==> src/rtl/alu_mul_seq.sv <==
// Sequential unsigned shift-and-add multiplier that drives a shared Hack-style ALU.
// Optional sticky overflow flag when MUL_OVF_EN is defined; otherwise ovf is tied low.
//
// state | meaning
// IDLE  | ALU parked on constant zero, waiting for start
// DBL   | acc <- acc + acc via ALU, test multiplier bit idx
// ADD   | acc <- acc + a_q via ALU, step to next bit
// DONE  | one-cycle done pulse, result already registered
module alu_mul_seq #(
  parameter int W = 16
) (
  input  logic         clk,
  input  logic         rst_n,
  input  logic         start,
  input  logic [W-1:0] a,
  input  logic [W-1:0] b,
  output logic         busy,
  output logic         done,
  output logic [W-1:0] result,
  output logic         ovf,
  output logic [W-1:0] alu_x,
  output logic [W-1:0] alu_y,
  output logic         alu_zx,
  output logic         alu_nx,
  output logic         alu_zy,
  output logic         alu_ny,
  output logic         alu_f,
  output logic         alu_no,
  input  logic [W-1:0] alu_out,
  input  logic         alu_zr,
  input  logic         alu_ng
);

  localparam int IW = (W > 1) ? $clog2(W) : 1;

  typedef enum logic [1:0] {
    S_IDLE,
    S_DBL,
    S_ADD,
    S_DONE
  } state_t;

  state_t        state_q, state_d;
  logic [W-1:0]  a_q, b_q, acc_q, result_q;
  logic [IW-1:0] idx_q;
  logic          last_bit;

  // Flags are available from the ALU but the sequence never needs them.
  logic unused_flags;
  assign unused_flags = &{1'b0, alu_zr, alu_ng};

  assign last_bit = (idx_q == '0);
  assign busy     = (state_q == S_DBL) || (state_q == S_ADD);
  assign done     = (state_q == S_DONE);
  assign result   = result_q;

  always_ff @(posedge clk or negedge rst_n) begin
    if (!rst_n) begin
      state_q <= S_IDLE;
    end else begin
      state_q <= state_d;
    end
  end

  always_comb begin
    state_d = state_q;
    alu_x   = '0;
    alu_y   = '0;
    alu_zx  = 1'b1;
    alu_nx  = 1'b0;
    alu_zy  = 1'b1;
    alu_ny  = 1'b0;
    alu_f   = 1'b1;
    alu_no  = 1'b0;
    case (state_q)
      S_IDLE: begin
        if (start) state_d = S_DBL;
      end
      S_DBL: begin
        alu_x  = acc_q;
        alu_y  = acc_q;
        alu_zx = 1'b0;
        alu_zy = 1'b0;
        if (b_q[idx_q])    state_d = S_ADD;
        else if (last_bit) state_d = S_DONE;
        else               state_d = S_DBL;
      end
      S_ADD: begin
        alu_x  = acc_q;
        alu_y  = a_q;
        alu_zx = 1'b0;
        alu_zy = 1'b0;
        state_d = last_bit ? S_DONE : S_DBL;
      end
      S_DONE: begin
        state_d = S_IDLE;
      end
      default: state_d = S_IDLE;
    endcase
  end

  always_ff @(posedge clk or negedge rst_n) begin
    if (!rst_n) begin
      a_q      <= '0;
      b_q      <= '0;
      acc_q    <= '0;
      idx_q    <= IW'(W - 1);
      result_q <= '0;
    end else begin
      case (state_q)
        S_IDLE: begin
          if (start) begin
            a_q   <= a;
            b_q   <= b;
            acc_q <= '0;
            idx_q <= IW'(W - 1);
          end
        end
        S_DBL: begin
          acc_q <= alu_out;
          // idx holds when branching to ADD; ADD performs the step instead.
          if (!b_q[idx_q] && !last_bit) idx_q <= idx_q - 1'b1;
          if (state_d == S_DONE) result_q <= alu_out;
        end
        S_ADD: begin
          acc_q <= alu_out;
          if (!last_bit) idx_q <= idx_q - 1'b1;
          if (state_d == S_DONE) result_q <= alu_out;
        end
        default: ;
      endcase
    end
  end

`ifdef MUL_OVF_EN
  logic ovf_q;

  always_ff @(posedge clk or negedge rst_n) begin
    if (!rst_n) begin
      ovf_q <= 1'b0;
    end else begin
      case (state_q)
        S_IDLE: if (start) ovf_q <= 1'b0;
        S_DBL:  if (acc_q[W-1]) ovf_q <= 1'b1;
        S_ADD:  if (alu_out < acc_q) ovf_q <= 1'b1;
        default: ;
      endcase
    end
  end

  assign ovf = ovf_q;
`else
  assign ovf = 1'b0;
`endif

endmodule
==> config.mk <==
export PLATFORM = sky130hd
export DESIGN_NAME = alu_mul_seq
export DESIGN_NICKNAME = d
export VERILOG_FILES = /design/src/rtl/alu_mul_seq.sv
export SDC_FILE = /design/constraint.sdc
export NUM_CORES = 1
export LEC_CHECK = 0
export ABC_CLOCK_PERIOD_IN_PS = 2200
export BUFFER_PORTS_ARGS = -buffer_cell sky130_fd_sc_hd__buf_4
export CAP_MARGIN = 25
export CORE_MARGIN = 2
export CORE_UTILIZATION = 26
export DETAILED_ROUTE_END_ITERATION = 7
export SETUP_SLACK_MARGIN = 0.02
export SYNTH_ARGS = -nofsm -noshare
export SYNTH_HDL_FRONTEND = slang
export SYNTH_SLANG_ARGS = --single-unit
==> constraint.sdc <==
create_clock -name clk -period 2.2 [get_ports clk]
set_input_delay 0 -clock clk [delete_from_list [all_inputs] [get_ports clk]]
set_output_delay 0 -clock clk [all_outputs]
set_load 0.02 [all_outputs]
# == Word level (Yosys, flattened, before mapping) ==
# Index checks and enable logic that the tools add are counted.
# totals
ff_bits,70
inputBits,53
out_inout_bits,57
wordCells,43
# classes
n_addsub,1
order_cmp,1
n_eq_ne,7
mux,15
n_reduce_logical,13
# op_table
cell,n
16-bit one-hot mux with 2 select lines,2
16-bit two-way mux,2
4-bit two-way mux,3
4-bit one-hot mux with 3 select lines,1
2-bit one-hot mux with 4 select lines,1
2-bit equality test (second input constant),3
2-bit two-way mux,3
2-bit AND reduction,3
4-bit by 5-bit < comparator with 1-bit output (second input constant),1
1-bit binary-select mux with 4-bit select,1
4-bit zero test,1
2-bit != test (second input constant),2
4-bit AND reduction,1
4-bit by 1-bit subtractor with 4-bit output (second input constant),1
3-bit nonzero test,1
2-bit by 1-bit equality test with 1-bit output (second input constant),1
1-bit zero test,2
2-bit zero test,1
1-bit two-way mux,2
2-bit by 1-bit != test with 1-bit output (second input constant),1
2-bit nonzero test,1
2-bit OR reduction,1
1-bit logical AND,1
1-bit logical OR,1

# == Depth between registers and ports, before layout ==
# Gate-level depths: netlist (run 1).
# depth
word_depth,6
mapped_depth,9
mapped_depth_nobuf,8

# == Worst setup path after synthesis (run 1) ==
# Ideal clock, no wire load.
# synth_path
path_type,register -> register
start,register state_q[0]
end,register result_q[10] (netlist: result[10])
setup_ns,0.125
t_arrival_ns,2.278
required_ns,2.075
path_slack_ns,-0.203
stages_incl_launch_ff,9
n_path_buf,2
synth_period_minus_slack_ns,2.403
path_cell_list,dfrtp_1 -> inv_1 -> ha_1 -> clkbuf_1 -> inv_1 -> nor3_1 -> nand3_4 -> buf_6 -> mux2_4
# synth_via
elab_chain_len,4
elab_cells_between_ends,9
classes_between,eq/ne: 4; mux: 2; reduce/logical: 3
# synth_rtl
item,line,text
"start, declared",43,"state_t state_q, state_d;"
"start signal, assigned",61,state_q <= state_d;
"2-bit equality test, or another cell as far along",75,case (state_q)
2-bit one-hot mux with 4 select lines,75,
2-bit equality test,"123, 128",
2-bit AND reduction (no source line) *,-,
"end signal, assigned",123,if (state_d == S_DONE) result_q <= alu_out;
"end signal, assigned",128,if (state_d == S_DONE) result_q <= alu_out;
"end, declared",44,"logic [W-1:0] a_q, b_q, acc_q, result_q;"
# Every way passes the cells marked *; elsewhere a longest branch is shown, timed or not.
# A chain may end at the register's enable or synchronous reset.

# == Worst setup path after layout (run 1) ==
# layout_path
start,register idx_q[3]
end,register result_q[13] (netlist: result[13])
# layout_via
elab_chain_len,6
elab_cells_between_ends,8
classes_between,eq/ne: 1; mux: 5; reduce/logical: 2
# layout_rtl
item,line,text
"start, declared",45,logic [IW-1:0] idx_q;
"start signal, assigned",107,idx_q <= IW'(W - 1);
"start signal, assigned",116,idx_q <= IW'(W - 1);
"start signal, assigned",122,if (!b_q[idx_q] && !last_bit) idx_q <= idx_q - 1'b1;
1-bit binary-select mux with 4-bit select / 4-bit zero test (equally long branches),"84, 52",
1-bit two-way mux (implied by the code) / 2-bit two-way mux (equally long branches),"84, 85, 93",
2-bit two-way mux,84,if (b_q[idx_q]) state_d = S_ADD;
2-bit one-hot mux with 4 select lines *,75,
net state_d[1],43,
2-bit equality test *,"123, 128",
2-bit AND reduction (no source line) *,-,
# The timed path passes the listed nets; every way through them passes the cells marked *. The select of a mux whose other input is x is not followed.

==> summary.md, run 1 <==
| Metric | Value |
|---|---|
| Outcome | finished, final reports clean |
| Max-slew headroom | 39.1% |
| Layout cells sized above 1 | 42.4% |
| Global-route track usage on met2 | 21.0% |
| CP peak stage delay | 0.65 ns |
| Worst path cell trace | mux2i_1 -> a22oi_1 -> nand4_1 -> a32oi_2 -> nand3_4 -> buf_12 -> mux2_4 |
| Vias in the first global route | 2,796 |
| First drt pass iteration count | 4 |
| Wire per inst | 14.8 um |
| Antenna-violating nets left | 0 |
| GRT met3 Usage | 2.75% |
| Setup violators final | 0 |
| Max cap viols | 0 |
| Number of antenna violations at the first check in global routing | 0 |
| Routability Congestion | 0.833 |
| CTS tree | yes |
| CTS root buffer | clkbuf_16 |
| Crit path arrival time | 2.35 ns |
| Sequential Area | 1760 um^2 |
| Worst-case clock buffer depth | 2 |
| Clk slew on worst S/H paths | 0.06 ns |
| Die width | 118 um |
| Maximum VDD drop | 0.000624 V |
| Via Count | 2,694 |
| Worst path bufs/invs | 1 |
| Synth Flop Type | dfrtp_1 |
| Iter 0 DRT Violations | 73 |
| Worst Path Required | 2.42 ns |
| Met1 usage | 18.3% |
| Area of the multi-input gates | 1530 um^2 |
| Gr usage total | 13.5% |
| Die area | 14,000 um^2 |
| Synth async-reset ratio | 100% |
| Die Y | 118 um |
| Synth top area share | 48.5% |
| Reg2reg setup slack | 0.06 ns |
| Power per Cell Area | 1520 nW/um^2 |
| R2R cell count | 7 |
| Core Region | 12,700 um^2 |
| Clock sinks | 70 |
| Total Wirelength | 9270 um |
| P&R area growth vs syn | 53.2% |
| Area leader, netlist | dfrtp_1 |
| H-tree lvl count | 3 |
| YS warnings | 0 |
| Total power | 7.90 mW |
| Clock Latency Late Sink | 0.34 ns |
| EDFF count, synth | 0 |
| Remaining DRCs | 0 |
| Via/cell ratio | 4.30 |
| Skew final | 0.00693 ns |
| Grt peak-use layer | met2 |
| Max stage delay cell, worst path | dfstp_2 |
| Syn Area/Cell | 11.6 um^2 |
| Fmax | 468 MHz |
| Hpwl dp | 6430 um |
| Starting Density | 26.8% |
| RSZ-0062 raised after global routing | yes |
| RR Startpoint | idx_q[3] |
| Ports | 110 |
| RR Endpoint | result[13] |
| Fill count | 1,244 |
| Family with the most delay on the worst path | flip-flops |
| # nets final | 510 |
| Row cnt | 41 |
| Max Slew Vio Count | 0 |
| CP endpoint kind | flip-flop |
| Post-Synthesis Cells | 293 |
| CTS buffer count | 9 |
| HP Class | input pin to async pin |
| # port buffers | 102 |
| Register area share after synthesis | 51.6% |
| Crit path max fanout | 16 |
| GRT overflow | 0 |
| Setup TNS | 0 ns |
| Post-layout min period | 2.14 ns |
| Endpoints failing hold | 0 |
| Flop and latch count out of synthesis | 70 |
| Synth Cell Area | 3400 um^2 |
| Pleak | 2.48 nW |
| Diodes inserted | 0 |
| CP Class | flip-flop to flip-flop |
| Global-route wire length before repair | 14,700 um |
| Worst-margin pin slew | 0.914 ns |
| Period utilisation layout | 97.1% |
| Most instantiated cells after synthesis | 66 x dfrtp_1, 38 x mux2_2, 37 x nand2_1 |
| Startpoint types | flip-flop |
| Synth top area cells | dfrtp_1 49%, mux2_2 13%, mux2_4 4.4%, a22o_1 4.1%, nand2_1 4.1% |
| Largest net degree at the start of global routing | 71 |
| Post-synth cell types | 37 |
| Top-count cell post-synth | dfrtp_1 |
==> layout make-up <==
type                            count  area share (%)
Clock buffer                       11            4.85
Inverter                            5           0.360
Tap cell                          172            4.13
Timing Repair Buffer              167            26.9
Sequential cell                    70            33.7
Multi-Input combinational cell    197            29.4
Clock inverter                      5           0.648
==> worst register-to-register path, delay by kind of cell, from the launching register on <==
| kind | cells | cell delay (ns) |
|---|---|---|
| buffers and inverters | 1 | 0.17 |
| multiplexers | 2 | 0.43 |
| AND/OR/NAND/NOR | 2 | 0.27 |
| AO/OA/AOI/OAI | 2 | 0.50 |
| flip-flops | 1 | 0.65 |
==> where the power goes <==
part,internal (mW),switching (mW)
logic,2.02,2.09
clock network,0.822,0.561
registers,1.95,0.457
total,4.79,3.11
==> layer usage <==
metal  up-vias  share of wire, %  wire length, um
li1       1322                 -                -
met5         -                 0                0
met3        15               3.7              346
met4         0               2.4              221
met1      1294                48             4430
met2        63                46             4280
==> sequential cells by signal, indices dropped and copies added, names as in the netlist <==
register and flops:
a_q 16, acc_q 16, b_q 16, idx_q 4, result 16, state_q 2
==> worst max path at each step <==
stage / startpoint / to / slack [ns] / cells after the start
4_1_cts: idx_q[3] / result[13] / 0.03 / 7
3_3_place_gp: idx_q[3] / result[10] / 0.04 / 7
2_1_floorplan: state_q[1] / result[10] / 0.07 / 9
3_5_place_dp: idx_q[3] / result[12] / 0.0008 / 7
6_report: idx_q[3] / result[13] / 0.06 / 7
5_1_grt: idx_q[3] / result[13] / -0.02 / 7
==> layout by cell type, fill, tap and decap left out, types with 2 or more instances in the layout <==
cell           synthesis  final
a21oi_1                3      3
a22o_1                16     16
and2_1                20     20
buf_12                 0      2
buf_4                  7    115
clkbuf_16              0      9
clkbuf_8               0      2
clkinv_2               0      2
clkinvlp_4             0      2
conb_1                 2      5
dfrtp_1               66     66
dfstp_2                4      4
dlygate4sd3_1          0     50
ha_1                   7      6
inv_1                  5      5
mux2_2                38     38
mux2_4                10     10
mux2i_1                8      8
nand2_1               37     37
nand2b_1               3      3
nand4_1                3      3
nor2_1                 8      8
nor2b_1                3      3
nor3_1                 4      3
o21ai_0               17     17
==> repair_timing <==
item	CTS	global route
gates resized for setup	2	2
pin swaps	0	5
endpoints found under the hold margin	131	0
setup endpoints to repair	16	17
hold buffers	50	0
setup buffers	1	0
cloned	0	0
==> cell families (layout without fill, tap and decap cells) <==
group	after synthesis	count (layout)	synth area share, %
AOI/OAI and AO/OA	45	45	9.30
DFF	70	70	51.6
adders and majority gates	7	7	2.57
muxes	56	56	19.3
other	2	5	0.221
and+or+nand+nor	84	84	12.5
buffers and inverters	29	188	4.45
==> stage by stage <==
step / hold WS, ns / worst slack [ns] / instance area [um^2] / util, % / std cells
after floorplan: -0.296 / 0.0686 / 3420 / - / 296
after global placement: 0.186 / 0.0406 / 4400 / 34.6 / 560
after detailed placement: 0.191 / 0.000836 / 4400 / 34.6 / 560
after CTS: 0.383 / 0.0297 / 5200 / 40.9 / 627
after global routing: 0.442 / -0.0193 / 5210 / 41.0 / 627
final: 0.324 / 0.0632 / 5210 / 41.0 / 627
No activity file was read; power rests on OpenSTA's default activity.
==> run 2, diff against run 1 <==
Settings changed: BUFFER_PORTS_ARGS -buffer_cell sky130_fd_sc_hd__buf_4 to default, DONT_BUFFER_PORTS from default to 1.
==> run 2 against run 1 <==
  * Via count is 12% lower
  * Routed wire length decreased by 3.6%
  * Power is 5.7% lower
  * Clock skew shrank 0.0010 ns
  * Sequential share of layout area rose by 5.1 points
  * Maximum frequency is essentially flat
  * Sequential power is 8.8% higher
  * Clock power rose by 7%
  * Count of clock-buffer cells in the layout is 1 higher
  * Final cell count shrank 16%
  * Worst hold slack got worse by 0.29 ns
  * Core utilization fell by 5.4 points
  * Critical path type unchanged
  * Critical endpoint is now result[8]
  * Highest routed layer unchanged
==> summary.md, run 2 (synthesis gave the netlist of run 1 again) <==
| Metric | Value |
|---|---|
| Largest net degree at the start of global routing | 71 (unchanged) |
| Ports | 110 (unchanged) |
| Via Count | 2,382 (-12%) |
| Commonest non-fill, non-tap cells in the layout | 66 x dfrtp_1, 50 x dlygate4sd3_1, 38 x mux2_2, 37 x nand2_1, 20 x and2_1 |
| CP endpoint kind | flip-flop |
| Crit path arrival time | 2.35 ns (about the same) |
| Hpwl dp | 6250 um (-2.7%) |
| Fmax | 468 MHz (about the same) |
| CTS tree | yes |
| Clock Latency Late Sink | 0.34 ns (about the same) |
| Pleak | 2.01 nW (-19%) |
| Non-filler cells, final | 528 (-16%) |
| Setup violators final | 0 (unchanged) |
| Die width | 118 um (unchanged) |
| Worst Path Required | 2.41 ns (about the same) |
| Max cap viols | 0 (unchanged) |
| Starting Density | 26.8% (unchanged) |
| GRT overflow | 0 (unchanged) |
| Number of antenna violations at the first check in global routing | 0 (unchanged) |
| Final Cell Area | 4530 um^2 (-13%) |
| Crit path from | idx_q[2] |
| H-tree lvl count | 3 (unchanged) |
| HP Class | input pin to flip-flop |
| CP Class | flip-flop to flip-flop |
| Placed instance count | 459 (-18%) |
| Worst-case clock buffer depth | 2 (unchanged) |
| CTS buffer count | 9 (unchanged) |
| # port buffers | 0 (-100%) |
| Global-route wire length before repair | 13,900 um (-5.3%) |
| Clk slew on worst S/H paths | 0.06 ns (about the same) |
| CTS root buffer | clkbuf_16 |
| Most common cell after layout, fill and taps aside | dfrtp_1 |
| P&R area growth vs syn | 33.1% |
| Via/cell ratio | 4.51 (+5.0%) |
| Endpoints failing hold | 0 (unchanged) |
| Power per Cell Area | 1640 nW/um^2 (+8.5%) |
| RR Startpoint | idx_q[2] |
| Outcome | finished, final reports clean |
| Die area | 14,000 um^2 (unchanged) |
| Vias in the first global route | 2,494 (-11%) |
| Remaining DRCs | 0 (unchanged) |
| Clock sinks | 70 (unchanged) |
| First drt pass iteration count | 4 (unchanged) |
| Core Region | 12,700 um^2 (unchanged) |
| # nets final | 410 (-20%) |
| Layout cells sized above 1 | 25.9% (-17 points) |
| Max Slew Vio Count | 0 (unchanged) |
| Routability Congestion | 0.814 (-2.2%) |
| Gr usage total | 13.0% (-0.53 points) |
| Period utilisation layout | 97.0% (about the same) |
| Startpoint types | flip-flop |
| Iter 0 DRT Violations | 131 (+79%) |
| Row cnt | 41 (unchanged) |
| Reg2reg setup slack | 0.07 ns (about the same) |
| Wire per inst | 16.9 um (+14%) |
| Placed cell areas | 3670 um^2 (-17%) |
| RSZ-0062 raised after global routing | yes |
| Antenna-violating nets left | 0 (unchanged) |
| Skew final | 0.00589 ns (-0.00104 ns) |
| Maximum VDD drop | 0.000537 V (-14%) |
| Post-layout min period | 2.13 ns (-0.00190 ns) |
| Die Y | 118 um (unchanged) |
| HP Start | start |
| Setup TNS | 0 ns (unchanged) |
| Crit path max fanout | 16 (unchanged) |
| Total Wirelength | 8940 um (-3.6%) |
| Worst hold margin | 0.0313 ns (-0.293 ns) |
==> run 2: worst max-delay path, cell delays in order, from the launching register on <==
cell	delay (ns)
dfstp_2	0.62
mux2i_1	0.10
a32oi_1	0.25
nand4_1	0.15
a32oi_2	0.30
nand3_4	0.11
buf_12	0.17
mux2_4	0.30
==> run 2: where the power goes <==
part	internal [mW]	leakage (nW)	switching, mW
registers	1.94	0.842	0.664
logic	1.54	1.01	1.82
clock network	0.934	0.152	0.547
total	4.42	2.01	3.03
==> run 2: worst paths after layout <==
path                                   end  cells after the start
worst max-delay path             result[8]                      7
worst min-delay path            state_q[0]                      3
worst max register to register   result[8]                      7
worst min register to register   acc_q[14]                      2
max in group asynchronous         idx_q[1]                      2
min in group asynchronous          a_q[15]                      2
==> run 2: cell type report <==
| cell class | instances | area, um^2 |
|---|---|---|
| clock buffers | 12 | 256 |
| flip-flops and latches | 70 | 1760 |
| multi-input cells | 197 | 1540 |
| clock inverters | 4 | 45.0 |
| repair buffers | 67 | 698 |
| inverters | 5 | 18.8 |
| diodes | 1 | 2.50 |
| well taps | 172 | 215 |
| fillers | 1268 | 8190 |
==> run 2: metrics by stage <==
stage | worst slack, ns | power, mW | utilization, %
global placement | 0.0479 | 5.68 | 28.8
floorplan | 0.0686 | 4.95 | -
global route | -0.0322 | 7.92 | 35.6
CTS | 0.0491 | 7.46 | 35.4
finish | 0.0651 | 7.45 | 35.6
detailed placement | 0.00478 | 5.79 | 28.8
==> run 2: timing repair <==
action                                 4_1_cts  5_1_grt
pin swaps                                    0        3
setup endpoints to repair                   10       16
gates cloned                                 0        0
buffers inserted                             0        1
hold buffers                                51        0
gates resized for setup                      2        4
endpoints found under the hold margin      135        0
==> run 2: routing by layer <==
metal	up-vias	global-route usage [%]	share of wire, %
met3	23	3.81	5.0
met4	0	6.85	3.4
li1	1121	-	-
met1	1163	17.5	47
met5	-	0	0
met2	75	18.7	45
==> run 3, diff against run 2 <==
Settings changed: CORE_UTILIZATION 26 to 30, SKIP_CTS_REPAIR_TIMING from default to 1.
==> run 3 against run 2 <==
  * The flow now finishes with violations (negative hold slack)
  * Critical endpoint is now result[10]
  * Global-route usage up 0.91 points
  * Register-to-register slack barely moved
  * Sequential share of layout area up 0.93 points
  * Count of clock-buffer cells in the layout down 3
  * Routed wire length shrank 2.8%
  * Critical path depth is the same
==> summary.md, run 3 (synthesis gave the netlist of run 1 again) <==
| Metric | Value |
|---|---|
| Remaining DRCs | 0 (unchanged) |
| Hold Crit Endpoint | state_q[0] |
| Setup TNS | 0 ns (unchanged) |
| Hold Path Depth | 3 (unchanged) |
| First drt pass iteration count | 4 (unchanged) |
| Worst Path Required | 2.42 ns (about the same) |
| CTS root buffer | clkbuf_16 |
| Via/cell ratio | 4.79 (+6.3%) |
| Number of antenna violations at the first check in global routing | 0 (unchanged) |
| RSZ-0062 raised after global routing | yes |
| Commonest non-fill, non-tap cells in the layout | 66 x dfrtp_1, 50 x dlygate4sd3_1, 38 x mux2_2, 37 x nand2_1, 20 x and2_1 |
| Layout cells sized above 1 | 25.4% (-0.49 points) |
| Reg2reg setup slack | 0.06 ns (about the same) |
| HP Start | start |
| Die area | 12,200 um^2 (-13%) |
| Skew final | 0.00748 ns (+0.00159 ns) |
| Fill count | 1,056 (-17%) |
| Clk slew on worst S/H paths | 0.05 ns (about the same) |
| RR Startpoint | idx_q[3] |
| H-tree lvl count | 3 (unchanged) |
| Core Region | 10,900 um^2 (-14%) |
| Setup violators final | 0 (unchanged) |
| Outcome | complete, but fails checks |
| P&R area growth vs syn | 30.0% |
| Most common cell after layout, fill and taps aside | dfrtp_1 |
| # nets final | 410 (unchanged) |
| Max Slew Vio Count | 0 (unchanged) |
| Sequential Area | 1760 um^2 (unchanged) |
| CTS buffer count | 9 (unchanged) |
| Clock sinks | 70 (unchanged) |
| Wire per inst | 17.6 um (+3.9%) |
| CP endpoint kind | flip-flop |
| Iter 0 DRT Violations | 126 (-3.8%) |
| Power per Cell Area | 1640 nW/um^2 (-0.52%) |
| Crit path max fanout | 16 (unchanged) |
| Crit path arrival time | 2.35 ns (about the same) |
| Via Count | 2,368 (-0.59%) |
| Diodes inserted | 0 (-1) |
| Place WS | -0.00709 ns (-0.0119 ns) |
| Starting Density | 31.1% (+4.4 points) |
| Vias in the first global route | 2,295 (-8.0%) |
| CP Class | flip-flop to flip-flop |
| Ports | 110 (unchanged) |
| Row cnt | 38 (-7.3%) |
| Gr usage total | 13.9% (+0.91 points) |
| Final setup margin | 0.0606 ns (-0.00451 ns) |
| HP Class | input pin to flip-flop |
| Pleak | 1.98 nW (-1.3%) |
| Clock Latency Late Sink | 0.34 ns (about the same) |
| Violations in the final reports | negative hold slack |
| Die Y | 111 um (-6.7%) |
| R2R cell count | 7 (unchanged) |
| Fmax | 467 MHz (-0.21%) |
| Worst hold margin | -0.00225 ns (-0.0336 ns) |
| Largest net degree at the start of global routing | 71 (unchanged) |
| Max cap viols | 0 (unchanged) |
| Die width | 111 um (-6.7%) |
| RR Endpoint | result[10] |
| Period utilisation layout | 97.2% (+0.21 points) |
| CTS tree | yes |
| Area of the multi-input gates | 1520 um^2 (-0.89%) |
| Startpoint types | flip-flop |
| Hpwl dp | 6030 um (-3.6%) |
| GRT overflow | 0 (unchanged) |
| Total Wirelength | 8690 um (-2.8%) |
| Post-layout min period | 2.14 ns (+0.00451 ns) |
| Antenna-violating nets left | 0 (unchanged) |
| Endpoints failing hold | 1 (+1) |
| Crit path from | idx_q[3] |
| Routability Congestion | 0.876 (+7.5%) |
| # port buffers | 0 (unchanged) |
| Worst-case clock buffer depth | 2 (unchanged) |
| Maximum VDD drop | 0.000697 V (+30%) |
| Global-route wire length before repair | 13,100 um (-6.1%) |
[run 3: cell type report]
cell class / instances / share of cell area, %
inverter: 5 / 0.424
clock inverter: 6 / 1.44
multi-input combinational: 197 / 34.4
timing repair buffer: 67 / 14.9
clock buffer: 9 / 5.09
tap: 140 / 3.96
sequential: 70 / 39.7
[run 3: layer usage]
layer	GRT usage, %	up-vias	share of wire [%]
li1	-	1127	-
met1	19.0	1145	46
met2	19.7	76	46
met3	4.12	20	4.7
met4	7.50	0	3.0
met5	0	-	0
[run 3: where the power goes]
| group | internal [mW] | switching, mW |
|---|---|---|
| Clock | 0.868 | 0.551 |
| Combinational | 1.43 | 1.78 |
| Sequential | 1.94 | 0.667 |
| Total | 4.24 | 3.00 |
[run 3: worst max-delay path by stage]
stage	end	slack, ns	depth (start not counted)
3_3_place_gp	result[9]	0.001	7
2_1_floorplan	result[10]	0.07	9
6_report	result[10]	0.06	7
3_5_place_dp	result[13]	-0.007	7
4_1_cts	result[10]	-0.02	7
5_1_grt	result[10]	-0.07	7
[run 3: worst max-delay path, cell delays in order (launching register included)]
cell	delay (ns)
dfstp_2	0.66
mux2i_1	0.22
nand2_1	0.11
and4_1	0.25
o21ai_2	0.21
nand3_4	0.10
buf_12	0.17
mux2_4	0.30
[run 3: metrics by stage]
step | hold WS [ns] | total power, mW | util (%) | cell area [um^2] | std cells
floorplan | -0.296 | 4.95 | - | 3420 | 296
global placement | -0.293 | 5.64 | 32.9 | 3600 | 428
detailed placement | -0.292 | 5.73 | 32.9 | 3600 | 428
CTS | -0.655 | 7.18 | 35.5 | 3890 | 443
global route | 0.0620 | 7.71 | 40.5 | 4420 | 494
finish | -0.00225 | 7.24 | 40.5 | 4420 | 494
